==> src/rtl/display7_scan_ctrl.sv <==
// Time-multiplexed 7-segment scan controller: sequences digit codes and active-low
// anodes with a blanking gap per slot, and double-buffers new contents to frame edges.
module display7_scan_ctrl #(
  parameter int NUM_DIGITS   = 8,
  parameter int DIV          = 100000,
  parameter int BLANK_CYCLES = 16
) (
  input  logic                    clk,
  input  logic                    rst_n,
  input  logic [4*NUM_DIGITS-1:0] iDigits,
  input  logic [NUM_DIGITS-1:0]   iEnMask,
  input  logic                    iValid,
  output logic                    oReady,
  output logic [3:0]              oDecIn,
  output logic [NUM_DIGITS-1:0]   oAn,
  output logic                    oFrame,
  output logic                    o_dbg_state
);

  localparam int CW = $clog2(DIV);
  localparam int IW = $clog2(NUM_DIGITS);
  localparam logic [CW-1:0] CNT_LAST   = CW'(DIV - 1);
  localparam logic [CW-1:0] BLANK_LAST = CW'(BLANK_CYCLES - 1);
  localparam logic [IW-1:0] IDX_LAST   = IW'(NUM_DIGITS - 1);

  typedef enum logic {ST_BLANK = 1'b0, ST_SHOW = 1'b1} state_t;

  state_t                  r_state;
  state_t                  w_state_next;
  logic [CW-1:0]           r_cnt;
  logic [IW-1:0]           r_idx;
  logic [IW-1:0]           w_idx_next;
  logic [4*NUM_DIGITS-1:0] r_buf;
  logic [NUM_DIGITS-1:0]   r_mask;
  logic [4*NUM_DIGITS-1:0] r_sh_digits;
  logic [NUM_DIGITS-1:0]   r_sh_mask;
  logic                    r_pending;
  logic [3:0]              r_dec;
  logic [3:0]              w_dec_next;
  logic [NUM_DIGITS-1:0]   r_an;
  logic [NUM_DIGITS-1:0]   w_an_next;
  logic                    w_slot_end;
  logic                    w_frame_end;
  logic                    w_xfer;

  // Handshake: a word transfers on any rising edge where iValid and oReady are both 1;
  // oReady is low exactly while a captured word waits for the next frame boundary.
  assign w_slot_end  = (r_cnt == CNT_LAST);
  assign w_frame_end = w_slot_end && (r_idx == IDX_LAST);
  assign w_xfer      = iValid && !r_pending;
  assign w_idx_next  = w_slot_end ? ((r_idx == IDX_LAST) ? '0 : r_idx + 1'b1) : r_idx;

  always_ff @(posedge clk or negedge rst_n) begin
    if (!rst_n) begin
      r_cnt <= '0;
      r_idx <= '0;
    end else begin
      r_cnt <= w_slot_end ? '0 : r_cnt + 1'b1;
      r_idx <= w_idx_next;
    end
  end

  // Buffer copy uses the pre-edge shadow; a word captured on the same edge waits a frame.
  always_ff @(posedge clk or negedge rst_n) begin
    if (!rst_n) begin
      r_buf       <= '0;
      r_mask      <= '0;
      r_sh_digits <= '0;
      r_sh_mask   <= '0;
      r_pending   <= 1'b0;
    end else begin
      if (w_frame_end && r_pending) begin
        r_buf  <= r_sh_digits;
        r_mask <= r_sh_mask;
      end
      if (w_xfer) begin
        r_sh_digits <= iDigits;
        r_sh_mask   <= iEnMask;
        r_pending   <= 1'b1;
      end else if (w_frame_end) begin
        r_pending <= 1'b0;
      end
    end
  end

  always_ff @(posedge clk or negedge rst_n) begin
    if (!rst_n) begin
      r_state <= ST_BLANK;
    end else begin
      r_state <= w_state_next;
    end
  end

  always_comb begin
    w_state_next = r_state;
    case (r_state)
      ST_BLANK: if (r_cnt == BLANK_LAST) w_state_next = ST_SHOW;
      ST_SHOW:  if (w_slot_end)          w_state_next = ST_BLANK;
      default:  w_state_next = ST_BLANK;
    endcase
  end

  // Next-cycle decoder code and anode pattern, registered below.
  always_comb begin
    w_dec_next = r_dec;
    if (w_slot_end) begin
      if (w_frame_end && r_pending) w_dec_next = r_sh_digits[3:0];
      else                          w_dec_next = r_buf[w_idx_next*4 +: 4];
    end
    w_an_next = '1;
    if (w_state_next == ST_SHOW && r_mask[r_idx]) w_an_next[r_idx] = 1'b0;
  end

  always_ff @(posedge clk or negedge rst_n) begin
    if (!rst_n) begin
      r_dec <= '0;
      r_an  <= '1;
    end else begin
      r_dec <= w_dec_next;
      r_an  <= w_an_next;
    end
  end

  assign oReady      = !r_pending;
  assign oDecIn      = r_dec;
  assign oAn         = r_an;
  assign oFrame      = w_frame_end;
  assign o_dbg_state = r_state;

endmodule

==> config.mk <==
export PLATFORM = sky130hd
export DESIGN_NAME = display7_scan_ctrl
export DESIGN_NICKNAME = d
export VERILOG_FILES = /design/src/rtl/display7_scan_ctrl.sv
export SDC_FILE = /design/constraint.sdc
export NUM_CORES = 1
export LEC_CHECK = 0
export CAP_MARGIN = 25
export CORE_MARGIN = 2
export CORE_UTILIZATION = 56
export DETAILED_ROUTE_END_ITERATION = 8
export PLACE_DENSITY = 0.81
export REMOVE_ABC_BUFFERS = 1
export SYNTH_ARGS = -nofsm -noshare
export SYNTH_HDL_FRONTEND = slang
export SYNTH_SLANG_ARGS = --single-unit
==> constraint.sdc <==
create_clock -name clk -period 3.1 [get_ports clk]
set_clock_uncertainty 0.15 [all_clocks]
set_input_delay 0.62 -clock clk [delete_from_list [all_inputs] [get_ports clk]]
set_output_delay 0.62 -clock clk [all_outputs]
set_load 0.01 [all_outputs]
==> results.py <==
metrics = {
    "floorplanning": {
        "io_pins": 58,
        "dieArea_um2": 9900,
        "die_x_um": 99.5,
        "start_util": 0.583,
        "coreArea_um2": 8760,
        "rows": 34,
        "die_h_um": 99.5,
    },
    "yosys": {
        "synthTopCellsByArea": "dfrtp_1 52%, mux2_2 16%, dfstp_2 4.1%, nand2_1 2.8%, nand3_1 2.1%",
        "synth_top_area_cell": "dfrtp_1",
        "syn_avg_cell_area_um2": 12.6,
        "synth_edf_count": 0,
        "ys.warnings.count": 0,
        "synth_top_area_frac": 0.519,
        "synthCells": 404,
        "synth_ff_type": "dfrtp_1",
        "async_reset_ff_frac": 1.00,
        "ys_seq_area_frac": 0.560,
        "synth_area_um2": 5110,
        "yosysUniqueCellTypes": 50,
        "synth_seq_cells": 114,
    },
    "setup_path": {
        "critPathMaxStageDelay_ns": 0.39,
        "critical_path.max_fanout": 8,
        "cp_num_buf_inv": 1,
        "path_cells": "ha_1 > and3_4 > and3_4 > nand2_4 > nor2_1 > dlygate4sd2_1",
        "cp_top_family": "simple AND/OR/NAND/NOR gates",
        "arrival_ns": 2.06,
        "worstSetupPathType": "flip-flop to primary output",
        "critPathLaunchType": "flip-flop",
        "crit_slowest_cell": "dfrtp_1",
        "crit_top_cell": "and3_4",
        "critPathCaptureType": "primary output",
        "crit_required_ns": 2.33,
    },
    "detailed_routing": {
        "first_iter_violations": 181,
        "drc_errors": 0,
        "routed-via-count": 3350,
        "drtAntennaViolNets": 0,
        "wirelength_mm": 10.2,
        "wire_per_inst_um": 17.2,
        "firstDrtPassIters": 4,
        "avgViaCountPerCell": 5.67,
    },
    "placement": {
        "dp.cells": 559,
        "dp_slack_ns": 0.402,
        "io_buffers": 57,
        "place.gp.congestion": 0.879,
        "dp_hpwl_mm": 6.80,
    },
    "cells_and_area": {
        "nets": 516,
        "drive_gt1_frac": 0.294,
        "final_util": 0.730,
        "n_antenna_cell": 0,
        "area_growth_pct": 25.3,
        "fin_cells": 591,
    },
    "clock_network": {
        "insertion_delay_ns": 0.51,
        "postCtsHoldBufs": 0,
        "numCtsBuffers": 17,
        "clk_pin_slew_ns": 0.06,
        "cts_sinks": 114,
        "cts_tree": "built",
        "clockBufferDepth": 2,
        "root_buffer": "clkbuf_8",
        "htree_levels": 4,
    },
    "global_routing": {
        "track_usage": 0.227,
        "grt_pass1_vias": 3534,
        "grt_pass1_wl_mm": 17.4,
        "grt_max_degree": 61,
        "overflow": 0,
        "antenna_found_initial": 0,
    },
    "sta": {
        "report.final.slew_viol_count": 0,
        "layout_setup_ws_ns": 0.274,
        "setup_tns_ns": 0,
        "final_hold_viol_count": 0,
        "setup_viol": 0,
        "rsz0062_at_grt": "no",
        "maxSlewHeadroom": 0.540,
        "max_freq_mhz": 354,
        "min_period_ns": 2.83,
        "tightestPinTransition_ns": 0.689,
        "finalCritPeriodShare": 0.912,
    },
    "power": {
        "powerDensity_nw_per_um2": 581,
        "vdd_drop_max_uv": 527,
        "p_leak_nw": 2.93,
    },
    "min_path": {
        "hold_class": "input port to async pin",
    },
    "status": {
        "status": "finished, final reports clean",
    },
    "flow_run": {
        "drv_cap": 0,
    },
}
-- power breakdown --
group | total (mW) | switching, mW | internal [mW] | leakage [nW]
combinational | 0.140 | 0.0482 | 0.0918 | 1.16
clock | 1.99 | 0.715 | 1.28 | 0.300
sequential | 1.58 | 0.0345 | 1.55 | 1.48
-- sequential cells by signal, indices dropped and copies added, names as in the netlist --
| name | flops |
|---|---|
| r_cnt | 17 |
| r_idx | 3 |
| oAn | 8 |
| r_sh_digits | 32 |
| oDecIn | 4 |
| r_mask | 8 |
| r_buf | 32 |
| r_pending | 1 |
| o_dbg_state | 1 |
| r_sh_mask | 8 |
-- metrics by stage --
stage               cell area (um^2)  hold slack, ns  power, mW
floorplan                       4990           0.174       1.65
global placement                5780           0.312       1.74
detailed placement              5780           0.315       1.75
CTS                             6400          0.0169       3.75
global route                    6400          0.0476       3.84
finish                          6400         0.00507       3.72
-- layout make-up --
type	instances	area [um^2]
flip-flops and latches	114	2860
fillers	589	2360
multi-input cells	266	2110
repair buffers	65	652
clock buffers	19	442
clock inverters	13	173
well taps	108	135
inverters	6	22.5
-- synthesized netlist by cell type, types with 2 or more instances --
cell,instances
mux2i_1,8
o22ai_1,3
nor2b_1,6
nand2_1,38
xor2_1,9
or2_2,3
o21bai_1,3
and3_1,4
a41oi_1,2
nand3_1,21
or3_1,3
mux2_2,72
nor3b_1,3
xnor2_1,6
mux2_4,3
inv_1,6
o31ai_1,3
ha_1,3
nor3_1,3
buf_6,7
mux2_1,6
a21oi_2,2
clkbuf_1,10
nor2_1,21
o22a_1,3
dfstp_2,8
and2_1,2
a211oi_1,4
dfrtp_1,106
nand4_1,2
a22oi_1,4
and3_2,2
nor4_4,2
o21ai_0,7
a21oi_1,4
-- cell families after synthesis --
| family | Yosys count | share of synthesized area |
|---|---|---|
| flops | 114 | 0.560 |
| simple gates | 119 | 0.126 |
| xor+xnor | 15 | 0.0257 |
| mux | 89 | 0.196 |
| compound gates | 40 | 0.0561 |
| buf+inv | 24 | 0.0282 |
| fa+ha+maj | 3 | 0.00735 |
-- worst paths after layout --
kind	cells after the start	from	to	slack (ns)
min in group clk	1	r_cnt[0]	r_cnt[0]	0.34
min	1	rst_n	r_sh_digits[31]	0.005
max	6	r_cnt[0]	oFrame	0.27
min reg2reg	1	r_cnt[0]	r_cnt[0]	0.34
max reg2reg	8	r_cnt[0]	r_buf[31]	0.58
max in group asynchronous	2	rst_n	oAn[4]	2.01
-- per-layer routing --
metal,track usage,routed length [um],up-vias
li1,-,-,1562
met1,0.283,4210,1688
met2,0.389,5370,87
met3,0.0675,467,13
met4,0.0622,122,0
met5,0,0,-
-- cells in the final DEF, fill, tap and decap left out, types with 4 or more instances in the layout --
cell type	synthesis	routed
clkinv_4	0	4
dfrtp_1	106	106
nor2b_1	6	5
mux2_1	6	6
nand2_1	38	38
inv_6	0	4
mux2_2	72	72
nand3_1	21	21
clkdlybuf4s50_1	0	55
a22oi_1	4	4
clkbuf_16	0	16
a21oi_1	4	4
buf_4	0	7
xnor2_1	6	6
a211oi_1	4	4
dfstp_2	8	8
xor2_1	9	9
mux2i_1	8	8
inv_1	6	6
o21ai_0	7	7
nor2_1	21	21
-- what timing repair did --
| action | CTS | global route |
|---|---|---|
| setup buffers | 0 | 0 |
| resized for setup | 3 | 0 |
| endpoints found under the setup margin | 1 | 0 |
Power figures use the tool's default switching activity.
